`config.mk`:
```
export PLATFORM = sky130hd
export DESIGN_NAME = rr_mux_arb
export DESIGN_NICKNAME = d
export VERILOG_FILES = /design/src/rtl/rr_mux_arb_pkg.sv /design/src/rtl/rr_mux_arb_arbiter.sv /design/src/rtl/rr_mux_arb.sv
export SDC_FILE = /design/constraint.sdc
export NUM_CORES = 1
export LEC_CHECK = 0
export CAP_MARGIN = 0
export CELL_PAD_IN_SITES_DETAIL_PLACEMENT = 1
export CELL_PAD_IN_SITES_GLOBAL_PLACEMENT = 2
export CORE_MARGIN = 4
export CORE_UTILIZATION = 22
export CTS_CLUSTER_SIZE = 10
export DETAILED_ROUTE_END_ITERATION = 16
export HOLD_SLACK_MARGIN = 0.05
export PLACE_DENSITY = 0.89
export SETUP_SLACK_MARGIN = 0.2
export SLEW_MARGIN = 20
export SYNTH_ARGS = -nofsm -noshare
export SYNTH_HDL_FRONTEND = slang
export SYNTH_SLANG_ARGS = --single-unit
export TNS_END_PERCENT = 1
```
`constraint.sdc`:
```
create_clock -name clk -period 4.15 [get_ports clk]
set_input_delay 0.415 -clock clk [delete_from_list [all_inputs] [get_ports clk]]
set_output_delay 0.415 -clock clk [all_outputs]
set_load 0.005 [all_outputs]
```
`src/rtl/rr_mux_arb_pkg.sv`:
```
// Shared constants and the round-robin search helper for rr_mux_arb.
// Latency: none; the package holds types, constants and a pure function only.
// Backpressure: not applicable.
package rr_mux_arb_pkg;

   localparam int WIDTH_DEF = 16;
   localparam int NCH_DEF   = 8;
   localparam int NCH_MAX   = 16;

   typedef struct packed {
      logic       found;
      logic [3:0] idx;
   } rr_pick_t;

   // Returns the first set bit of req at or after start, wrapping at nch.
   // Bits at nch and above are never considered.
   function automatic rr_pick_t rr_find_first(input logic [NCH_MAX-1:0] req,
                                              input logic [3:0]         start,
                                              input int                 nch);
      rr_pick_t   pick;
      logic [3:0] j;
      pick = '0;
      for (int k = 0; k < NCH_MAX; k++) begin
         if (k < nch) begin
            j = 4'((int'(start) + k) % nch);
            if (!pick.found && req[j]) begin
               pick.found = 1'b1;
               pick.idx   = j;
            end
         end
      end
      return pick;
   endfunction

endpackage

```
`src/rtl/rr_mux_arb_arbiter.sv`:
```
// Combinational round-robin arbiter with an optional forced (locked) grant.
// Latency: combinational. Backpressure: none; the caller gates the grant.
// Ports: req (one bit per channel), ptr (search start), lock and lock_idx
// (force the grant to lock_idx) -> gnt_idx, gnt_vld.
module rr_arbiter
   import rr_mux_arb_pkg::*;
#(
   parameter  int NCH  = NCH_DEF,
   localparam int SELW = $clog2(NCH)
) (
   input  logic [NCH-1:0]  req,
   input  logic [SELW-1:0] ptr,
   input  logic            lock,
   input  logic [SELW-1:0] lock_idx,
   output logic [SELW-1:0] gnt_idx,
   output logic            gnt_vld
);

   rr_pick_t pick;

   always_comb begin
      pick    = rr_find_first(NCH_MAX'(req), 4'(ptr), NCH);
      gnt_idx = SELW'(pick.idx);
      gnt_vld = pick.found;
      // A locked packet owns the output: only its channel may be granted,
      // and if it is momentarily not valid nobody else is.
      if (lock) begin
         gnt_idx = lock_idx;
         gnt_vld = req[lock_idx];
      end
   end

endmodule

```
`src/rtl/rr_mux_arb.sv`:
```
// Round-robin N:1 mux-arbiter into a single output register.
// Latency: 1 cycle from input transfer to out_valid; 1 beat/cycle sustained.
// Backpressure: out_ready=0 with out_valid=1 freezes the output and drops all in_ready.
// Ports: clk, reset (sync, active-high); in_valid/in_data/in_last/in_ready per
// channel; out_valid/out_data/out_last/out_sel/out_ready for the merged stream.
// Optional: define RR_MUX_ARB_LOCK_EN to hold the grant on a channel until its in_last beat.
module rr_mux_arb
   import rr_mux_arb_pkg::*;
#(
   parameter  int WIDTH = WIDTH_DEF,
   parameter  int NCH   = NCH_DEF,
   localparam int SELW  = $clog2(NCH)
) (
   input  logic                 clk,
   input  logic                 reset,
   input  logic [NCH-1:0]       in_valid,
   input  logic [NCH*WIDTH-1:0] in_data,
   input  logic [NCH-1:0]       in_last,
   output logic [NCH-1:0]       in_ready,
   output logic                 out_valid,
   output logic [WIDTH-1:0]     out_data,
   output logic                 out_last,
   output logic [SELW-1:0]      out_sel,
   input  logic                 out_ready
);

   logic [SELW-1:0]  ptr;
   logic [SELW-1:0]  ptr_next;
   logic [SELW-1:0]  gnt_idx;
   logic             gnt_vld;
   logic             load;
   logic             xfer;
   logic             lock;
   logic [WIDTH-1:0] win_data;

   rr_arbiter #(.NCH(NCH)) u_arb (
      .req      (in_valid),
      .ptr      (ptr),
      .lock     (lock),
      .lock_idx (out_sel),
      .gnt_idx  (gnt_idx),
      .gnt_vld  (gnt_vld)
   );

   always_comb begin
      load     = !out_valid || out_ready;
      xfer     = !reset && load && gnt_vld;
      win_data = in_data[gnt_idx*WIDTH +: WIDTH];
      ptr_next = (gnt_idx == SELW'(NCH-1)) ? '0 : gnt_idx + 1'b1;
      in_ready = '0;
      if (xfer) begin
         in_ready[gnt_idx] = 1'b1;
      end
   end

   always_ff @(posedge clk) begin
      if (reset) begin
         out_valid <= 1'b0;
         out_data  <= '0;
         out_last  <= 1'b0;
         out_sel   <= '0;
         ptr       <= '0;
      end else if (xfer) begin
         out_valid <= 1'b1;
         out_data  <= win_data;
         out_last  <= in_last[gnt_idx];
         out_sel   <= gnt_idx;
`ifdef RR_MUX_ARB_LOCK_EN
         // Fairness advances per packet, not per beat.
         if (in_last[gnt_idx]) begin
            ptr <= ptr_next;
         end
`else
         ptr <= ptr_next;
`endif
      end else if (out_ready) begin
         // Beat consumed with nothing new: drop valid, keep fields as they were.
         out_valid <= 1'b0;
      end
   end

`ifdef RR_MUX_ARB_LOCK_EN
   always_ff @(posedge clk) begin
      if (reset) begin
         lock <= 1'b0;
      end else if (xfer) begin
         lock <= !in_last[gnt_idx];
      end
   end
`else
   assign lock = 1'b0;
`endif

endmodule

```
---- After elaboration in Yosys (flattened, before gate mapping) ----
Index checks and enable logic that the tools add are counted.
cells by class
  $add $sub $neg .......................... 8
  multiplexer cells ....................... 32
  eq/ne operators ......................... 1
  reductions and logical operators ........ 28
  shifts and indexed selects .............. 1
  $lt $le $gt $ge ......................... 10
  bitwise logic cells ..................... 7
operators by type and width
  cell                                                 number
  variable part select 128 x 8 -> 16 bit               1
  2-to-1 mux 5 bit                                     8
  < comparator 4 x 5 -> 1 bit, second input constant   7
  binary-select mux 1 bit (select 4 bit)               7
  OR reduction 3 bit                                   7
  adder 3 bit, second input constant                   4
  2-to-1 mux 1 bit                                     12
  logical AND 1 bit                                    10
  zero test 1 bit                                      9
  2-to-1 mux 8 bit                                     1
  AND 1 bit, first input constant                      7
  adder 3 x 1 -> 3 bit, second input constant          2
  adder 3 x 2 -> 3 bit, second input constant          2
  binary-select mux 1 bit (select 3 bit)               2
  < comparator 3 x 5 -> 1 bit, second input constant   1
  < comparator 3 x 4 -> 1 bit, second input constant   1
  demux 1 bit (select 3 bit)                           1
  == test 3 bit, second input constant                 1
  >= comparator 3 x 1 -> 1 bit, second input constant  1
  2-to-1 mux 3 bit                                     1
  nonzero test 2 bit                                   1
  logical OR 1 bit                                     1
word-level totals
  input bits .............................. 147
  flip-flop bits (word level) ............. 24
  word-level logic and storage cells ...... 92

---- Depth between registers and ports, before layout ----
Gate-level depths: netlist of run 1.
  depth after elaboration ................. 30
  depth in mapped cells ................... 15

---- Modules after synthesis ----
From an unflattened synthesis of run 1, not the netlist that was laid out.
unflattened totals
  cell total of the unflattened synthesis .. 357
  area total of the unflattened synthesis .. 3181.8 µm²
by module, submodules not included
  module      times used  cells an instance  seq. area each (µm²)  area each (µm²)
  rr_mux_arb  1           233                480.5                 2019.4
  rr_arbiter  1           124                0.0                   1162.4

---- Worst setup path before layout of run 1 ----
No wires, ideal clock.
  path kind ............................... register -> output
  from .................................... reg ptr[1]
  to ...................................... out in_ready[0]
  required time ........................... 3.735 ns
  stages on the path, launching flop included .. 15
  path slack .............................. 0.244 ns
  buffers on the path ..................... 4
  arrival time ............................ 3.491 ns
  cell sequence ........................... dfxtp_1 buf_4 buf_2 inv_1 ha_1 buf_6 mux2_4 mux4_2 o32ai_4 and4_1 nand2_1 o32ai_2 or2_2 buf_2 nor3b_1
between the ends
  cells in the longest elaborated chain, start to end .. 30
  elaborated cells on any way between the ends .. 66
RTL lines
  item                                                                                               line                  RTL
  start, declared                                                                                    rr_mux_arb.sv:27      logic [SELW-1:0] ptr;
  start signal, assigned                                                                             rr_mux_arb.sv:74      ptr <= ptr_next;
  adder 3 x 1 -> 3 bit                                                                               rr_mux_arb_pkg.sv:25  j = 4'((int'(start) + k) % nch);
  OR reduction 3 bit (no line)                                                                       -
  AND 1 bit (no line)                                                                                -
  binary-select mux 1 bit (select 4 bit)                                                             rr_mux_arb_pkg.sv:26  if (!pick.found && req[j]) begin
  2-to-1 mux 1 bit (implied by the code)                                                             rr_mux_arb_pkg.sv:26
  logical AND 1 bit                                                                                  rr_mux_arb_pkg.sv:26
  2-to-1 mux 5 bit                                                                                   rr_mux_arb_pkg.sv:26
  zero test 1 bit                                                                                    rr_mux_arb_pkg.sv:26
  [14 not listed]                                                                                    -
  zero test 1 bit                                                                                    rr_mux_arb_pkg.sv:26
  logical AND 1 bit                                                                                  rr_mux_arb_pkg.sv:26
  2-to-1 mux 5 bit *                                                                                 rr_mux_arb_pkg.sv:26
  < comparator 3 x 4 -> 1 bit (implied by the code) or >= comparator 3 x 1 -> 1 bit (tied branches)  rr_mux_arb.sv:52      in_ready[gnt_idx] = 1'b1;
  logical AND 1 bit (implied by the code)                                                            rr_mux_arb.sv:52
  2-to-1 mux 1 bit (implied by the code)                                                             rr_mux_arb.sv:52
  demux 1 bit (select 3 bit)                                                                         rr_mux_arb.sv:52
  2-to-1 mux 8 bit *                                                                                 rr_mux_arb.sv:51      if (xfer) begin
  end, declared                                                                                      rr_mux_arb.sv:19      output logic [NCH-1:0] in_ready,
Mark *: on every way between the ends. The rest lies on a longest branch, timed or not. The select of a mux whose other input is x is not followed.

---- Worst setup path in the final report of run 1 ----
  from .................................... reg ptr[0]
  to ...................................... out in_ready[3]
The elaborated chain is that of the path after synthesis.

==> results of run 1 <==
## final timing paths
| kind | from | endpoint | slack, ns | depth (start not counted) |
|---|---|---|---|---|
| setup / recovery | ptr[0] | in_ready[3] | 0.08 | 12 |
| hold / removal | out_sel[2] | out_sel[2] | 0.47 | 2 |
| setup reg to reg | ptr[0] | out_data[3] | 0.45 | 11 |
| hold reg to reg | out_sel[2] | out_sel[2] | 0.47 | 2 |
## layout make-up
type | instances | share of cell area (%)
Inverter | 9 | 0.894
Clock inverter | 1 | 0.564
Tap cell | 176 | 4.14
Timing Repair Buffer | 213 | 38.8
Multi-Input combinational cell | 219 | 45.2
Clock buffer | 3 | 1.41
Sequential cell | 24 | 9.03
## layer usage
layer  share of wire (%)  vias up  track usage [%]  routed length (um)
met1                  37     1632             17.0                4740
met5                   0        -                0                   0
met2                  54      124             28.6                6800
met3                 6.5       22             3.73                 826
li1                    -     1505                -                   -
met4                 2.4        0             4.42                 301
## cell usage in the layout, fill, tap and decap left out, types with 2 or more instances in the layout
cell type / Yosys / layout
clkdlybuf4s50_1: 0 / 171
nor2_1: 44 / 44
mux4_2: 36 / 37
buf_4: 3 / 36
dfxtp_1: 24 / 24
o221a_1: 17 / 17
nand2_1: 10 / 9
inv_1: 8 / 8
mux2_2: 8 / 8
mux4_1: 8 / 7
o21ai_0: 6 / 6
a22oi_1: 5 / 5
mux2i_1: 6 / 5
nor3_1: 5 / 5
nor3b_2: 0 / 4
and2_1: 3 / 3
mux2i_2: 2 / 3
a211oi_1: 3 / 3
a21oi_1: 3 / 3
o211ai_1: 3 / 3
nand2b_1: 3 / 3
clkbuf_16: 0 / 3
dlymetal6s2s_1: 0 / 3
or2_1: 2 / 2
mux2_1: 2 / 2
xnor2_1: 2 / 2
a221oi_1: 2 / 2
a21o_1: 2 / 2
nand3_1: 2 / 2
nand2_2: 1 / 2
nor2b_1: 2 / 2
nand4_1: 2 / 2
or3_1: 2 / 2
o21ai_1: 2 / 2
buf_12: 0 / 2
## worst register-to-register path: stages (launching register included)
cell      delay (ns)
dfxtp_1         0.33
bufinv_8        0.18
ha_4            0.31
mux2_2          0.37
mux4_2          0.50
o32ai_4         0.18
nand4_4         0.16
nor3_2          0.20
o32ai_2         0.11
buf_4           0.17
or3_1           0.67
o221a_1         0.40
## power groups by stage
stage / combinational (mW) / clock (mW) / sequential, mW
6_report: 2.36 / 0.287 / 0.332
4_1_cts: 2.32 / 0.295 / 0.334
2_1_floorplan: 1.56 / 0 / 0.332
3_3_place_gp: 2.23 / 0 / 0.335
5_1_grt: 2.55 / 0.305 / 0.341
3_5_place_dp: 2.27 / 0 / 0.339
## logic make-up (layout without fill, tap and decap cells)
kind of cell / count (synthesis) / in the layout / synth area share, %
compound gates: 60 / 60 / 18.1
xor+xnor: 4 / 4 / 1.75
fa+ha+maj: 2 / 2 / 0.816
buf+inv: 36 / 226 / 7.87
flops: 24 / 24 / 15.7
mux: 64 / 64 / 41.1
simple gates: 89 / 89 / 14.7
## flip-flops by register name, summed over array words and instances (netlist names)
name and flops:
out_sel 3, out_data 16, out_last 1, out_valid 1, ptr 3
## stage by stage
stage          utilization (%)  total power, mW  instance area (um2)  setup slack, ns  cells
3_3_place_gp              38.1             2.56                 5120           0.0585    636
3_5_place_dp              38.1             2.61                 5120           0.0132    636
5_1_grt                   39.5             3.20                 5320          -0.0686    645
6_report                  39.5             2.98                 5320           0.0845    645
4_1_cts                   39.2             2.95                 5270           0.0497    642
2_1_floorplan                -             1.89                 3070            0.244    279
## repair_timing
item                                    4_1_cts  5_1_grt
setup buffers                                 2        3
pin swaps                                     3        2
endpoints found under the setup margin        8        8
gates resized for setup                      10        7
hold buffers                                  0        0
cloned                                        0        0
==> impl_metrics.json, run 1 <==
{
  "run_status": "completed",
  "boundaryPins": 176,
  "grt_pass1_vias": 3604,
  "worstPathArrival_ns": 3.65,
  "finalCritPeriodShare_pct": 98.0,
  "worst_slew_pin_slew_ns": 0.848,
  "clock_sinks": 24,
  "routedWlPerCell_um": 19.6,
  "fin_hold_ws_ns": 0.474,
  "dieArea_mm2": 0.0159,
  "diodes": 0,
  "place_congestion": 0.853,
  "syn_to_final_growth_pct": 73.4,
  "peakVddDrop_mv": 0.309,
  "final_layout_size_suffix_gt1_share_pct": 24.5,
  "port-buffer-count": 175,
  "clkLatencyLatePin_ns": 0.27,
  "antenna_found_initial": 0,
  "fin_tns_setup_ns": 0,
  "rsz0062_at_grt": "true",
  "grt_first_pass_wirelength_um": 19600,
  "htreeDepth": 1,
  "fill_cells": 1529,
  "pwr-share-comb_pct": 79.2,
  "numCtsBuffers": 3,
  "path_delay_family": "multiplexers",
  "multiInputGateArea_mm2": 0.00240,
  "coreArea_mm2": 0.0135,
  "synth.distinct_cells": 68,
  "clock_skew_ns": 0.00634,
  "synth_fp_nets": 428,
  "place_hpwl_um": 10700,
  "yosysTopAreaCell": "mux4_2",
  "drtIter0Drc": 138,
  "critPathMaxFanout": 7,
  "async_flop_share_pct": 0,
  "slowest_stage": "mux4_2",
  "clk_path_buf_depth": 2,
  "internal_power_mw": 1.77,
  "startpoint_type": "register",
  "hold_path_class": "register to register",
  "pwr-share-seq_pct": 11.1,
  "cts_tree": "built",
  "synth-seq-cells": 24,
  "path_cells": "bufinv_8 > ha_4 > mux2_2 > mux4_2 > o32ai_4 > nand4_4 > buf_4 > o221ai_4 > and2_4 > nand2_2 > and3b_1 > clkdlybuf4s50_1",
  "synth_commonest_cells": "nor2_1, mux4_2, dfxtp_1",
  "powerDensity_mw_per_mm2": 560,
  "cp.required_ns": 3.73,
  "slew_headroom_pct": 43.4,
  "ys_seq_area_share_pct": 15.7,
  "maxCapViolations": 0,
  "path_clk_slew_ns": 0.07,
  "synth_edf_count": 0,
  "worstSetupEndpointType": "output pin",
  "postRouteAntennaNets": 0,
  "fmax_ghz": 0.246,
  "grt-ovfl-total": 0,
  "cts_root_buffer": "clkbuf_16",
  "fin_nets": 619,
  "dieHeight_um": 126,
  "synthDominantCellAreaShare_pct": 26.4,
  "ff_latch_area_um2": 480,
  "drtPass1Iterations": 4,
  "grt_util_all_layers_pct": 15.2,
  "cpPeakStageDelay_ns": 0.50,
  "syn_avg_cell_area_um2": 11.0,
  "path_class": "register to output pin",
  "std_cell_rows": 42,
  "start_util_pct": 22.8,
  "p_clk_share_pct": 9.6,
  "hold_viol_final": 0,
  "synth_area_leaders": "mux4_2, dfxtp_1, mux4_1",
  "avgViaCountPerCell": 5.09,
  "path_buf_inv": 3,
  "synthFlopType": "dfxtp_1",
  "ys_warn_count": 0,
  "fin_crit_ns": 4.07,
  "drc": 0,
  "fp.dieW_um": 126,
  "setup_viol": 0,
  "p_sw_mw": 1.20,
  "grt_max_degree": 35,
  "switching_share_pct": 40.4,
  "syn-instance-count": 279,
  "power.leakage_nw": 1.97,
  "finalWirelength_um": 12700,
  "drv_slew": 0,
  "netlist_area_mm2": 0.00307,
  "vias": 3283,
  "post-synth-top-count-cell": "nor2_1"
}
(Power assumes the default switching activity.)
==> run 2, diff against run 1 <==
--- a/config.mk
+++ b/config.mk
@@ -12,8 +12,9 @@
 export CORE_UTILIZATION = 22
 export CTS_CLUSTER_SIZE = 10
 export DETAILED_ROUTE_END_ITERATION = 16
+export GPL_TIMING_DRIVEN = 1
 export HOLD_SLACK_MARGIN = 0.05
-export PLACE_DENSITY = 0.89
+export PLACE_DENSITY = 0.82
 export SETUP_SLACK_MARGIN = 0.2
 export SLEW_MARGIN = 20
 export SYNTH_ARGS = -nofsm -noshare
==> impl_metrics.json, run 2 (synthesized netlist as in run 1, its figures left out) <==
{
  "run_status": "finished with violations",
  "violations": "setup timing",
  "grt_first_pass_wirelength_um": 19800,
  "path_delay_family": "buffers and inverters",
  "hold_depth": 2,
  "final_cell_mix": "clkdlybuf4s50_1, nor2_1, mux4_2",
  "use_met1_pct": 17.6,
  "drc": 0,
  "rsz0062_at_grt": "true",
  "grt_pass1_vias": 3641,
  "postRouteAntennaNets": 0,
  "final_common_cell": "clkdlybuf4s50_1",
  "reg2reg_depth": 12,
  "path_class": "register to output pin",
  "grt_use_met3_pct": 3.47,
  "diodes": 0,
  "drtIter0Drc": 78,
  "rrSetupSlack_ns": 0.35,
  "path_clk_slew_ns": 0.07,
  "startpoint_type": "register",
  "boundaryPins": 176,
  "worst_slew_pin_slew_ns": 0.805,
  "finalPower_mw": 3.07,
  "routedWlPerCell_um": 19.9,
  "setup_viol": 2,
  "ff_latch_area_um2": 482,
  "multiInputGateArea_mm2": 0.00244,
  "slowest_stage": "clkdlybuf4s50_1",
  "place_congestion": 0.853,
  "cts_root_buffer": "clkbuf_16",
  "syn_to_final_growth_pct": 75.3,
  "avgViaCountPerCell": 5.04,
  "postCtsHoldBufs": 0,
  "cts_tree": "built",
  "port-buffer-count": 175,
  "worstSetupEndpointType": "output pin",
  "clock_skew_ns": 0.00926,
  "dieArea_mm2": 0.0159,
  "hold_path_class": "register to register",
  "peakVddDrop_mv": 0.341,
  "coreArea_mm2": 0.0135,
  "maxCapViolations": 0,
  "regMostFlops": "out_data",
  "largest_register_ffs": 16,
  "dieHeight_um": 126,
  "grt.met2_usage_pct": 29.2,
  "finalCritPeriodShare_pct": 101,
  "grt_util_all_layers_pct": 15.3,
  "hold_start": "out_sel[2]",
  "gr-max-usage-layer": "met2",
  "hold_viol_final": 0,
  "largestRegisters": "out_data (16), out_sel (3), ptr (3)",
  "path_cells": "bufinv_8 > ha_4 > buf_6 > buf_4 > mux4_2 > mux2_4 > a211oi_2 > and4_1 > nand2_1 > o32ai_2 > or2_4 > and3b_1 > clkdlybuf4s50_1",
  "fill_cells": 1542,
  "power.leakage_nw": 2.03,
  "cp.required_ns": 3.73,
  "grt_max_degree": 38,
  "reg2reg_to": "out_data[5]",
  "fp.dieW_um": 126,
  "fin_nets": 620,
  "finalWirelength_um": 12900,
  "worstPathArrival_ns": 3.79,
  "start_util_pct": 22.8,
  "drtPass1Iterations": 4,
  "htreeDepth": 1,
  "worst-path-stages": 13,
  "critPathMaxFanout": 8,
  "worst_slack_ns": -0.0503,
  "slew_headroom_pct": 46.3,
  "vias": 3253,
  "drv_slew": 0,
  "grt-ovfl-total": 0,
  "cpPeakStageDelay_ns": 0.49,
  "fin_crit_ns": 4.20,
  "fin_hold_ws_ns": 0.473,
  "clock_sinks": 24,
  "std_cell_rows": 42,
  "path_buf_inv": 4,
  "antenna_found_initial": 0,
  "powerDensity_mw_per_mm2": 570,
  "reg2reg_from": "ptr[0]",
  "numCtsBuffers": 3,
  "final_layout_size_suffix_gt1_share_pct": 26.0,
  "clkLatencyLatePin_ns": 0.26,
  "fmax_ghz": 0.238,
  "hold_end": "out_sel[2]",
  "place_hpwl_um": 10500,
  "clk_path_buf_depth": 2
}
[run 2: cell types whose count changed in the layout (fill, tap and decap cells not counted), moves of 2 or more]
cell             before  now
buf_6                 0    2
clkdlybuf4s50_1     171  169
mux2_4                1    3
mux2_2                8    6
[run 2: how the worst max path moves through the flow]
stage / endpoint / from
2_1_floorplan: in_ready[0] / ptr[1]
3_3_place_gp: in_ready[0] / in_valid[6]
3_5_place_dp: in_ready[0] / in_valid[6]
4_1_cts: in_ready[4] / ptr[0]
5_1_grt: in_ready[2] / ptr[0]
6_report: in_ready[3] / ptr[0]
[run 2: per-layer routing]
metal / up-vias / part of all wire [%]
met2: 130 / 56
met3: 8 / 6.1
met4: 0 / 0.95
li1: 1505 / -
met1: 1610 / 37
met5: - / 0
[run 2: what timing repair did]
| action | 4_1_cts | 5_1_grt |
|---|---|---|
| pin swaps | 2 | 8 |
| gates resized for setup | 12 | 23 |
| buffers inserted | 1 | 8 |
| endpoints found under the hold margin | 0 | 0 |
| endpoints found under the setup margin | 10 | 8 |
[run 2: power by group]
group	internal [mW]	switching [mW]	total (mW)
registers	0.293	0.0419	0.335
logic	1.33	1.12	2.45
clock network	0.192	0.0914	0.283
[run 2: tightest hold or removal path, stage by stage (launching register included)]
cell	delay, ns
dfxtp_1	0.32
nand2b_1	0.07
o21ai_1	0.05
[run 2: per-stage QoR]
step	std cells	util (%)	instance area [um2]	worst slack [ns]	setup TNS (ns)
after floorplan	279	-	3070	0.244	0
after global placement	633	38.0	5110	0.0691	0
after detailed placement	633	38.0	5110	0.0191	0
after CTS	638	39.1	5260	0.0618	0
after global routing	646	40.0	5380	-0.207	-0.412
final	646	40.0	5380	-0.0503	-0.0814
[run 2: cell type report]
class                      count  share of cell area, %
clock buffer                   3                   1.40
clock inverter                 1                  0.558
inverter                       9                  0.884
multi-input combinational    219                   45.4
sequential                    24                   8.96
tap                          176                   4.09
timing repair buffer         214                   38.7
==> run 3, diff against run 2 <==
--- a/config.mk
+++ b/config.mk
@@ -10,6 +10,7 @@
 export CELL_PAD_IN_SITES_GLOBAL_PLACEMENT = 2
 export CORE_MARGIN = 4
 export CORE_UTILIZATION = 22
+export CTS_BUF_LIST = sky130_fd_sc_hd__clkbuf_16
 export CTS_CLUSTER_SIZE = 10
 export DETAILED_ROUTE_END_ITERATION = 16
 export GPL_TIMING_DRIVEN = 1
==> results of run 3 <==
Final layout, timing and power as in run 2 (identical DEF).
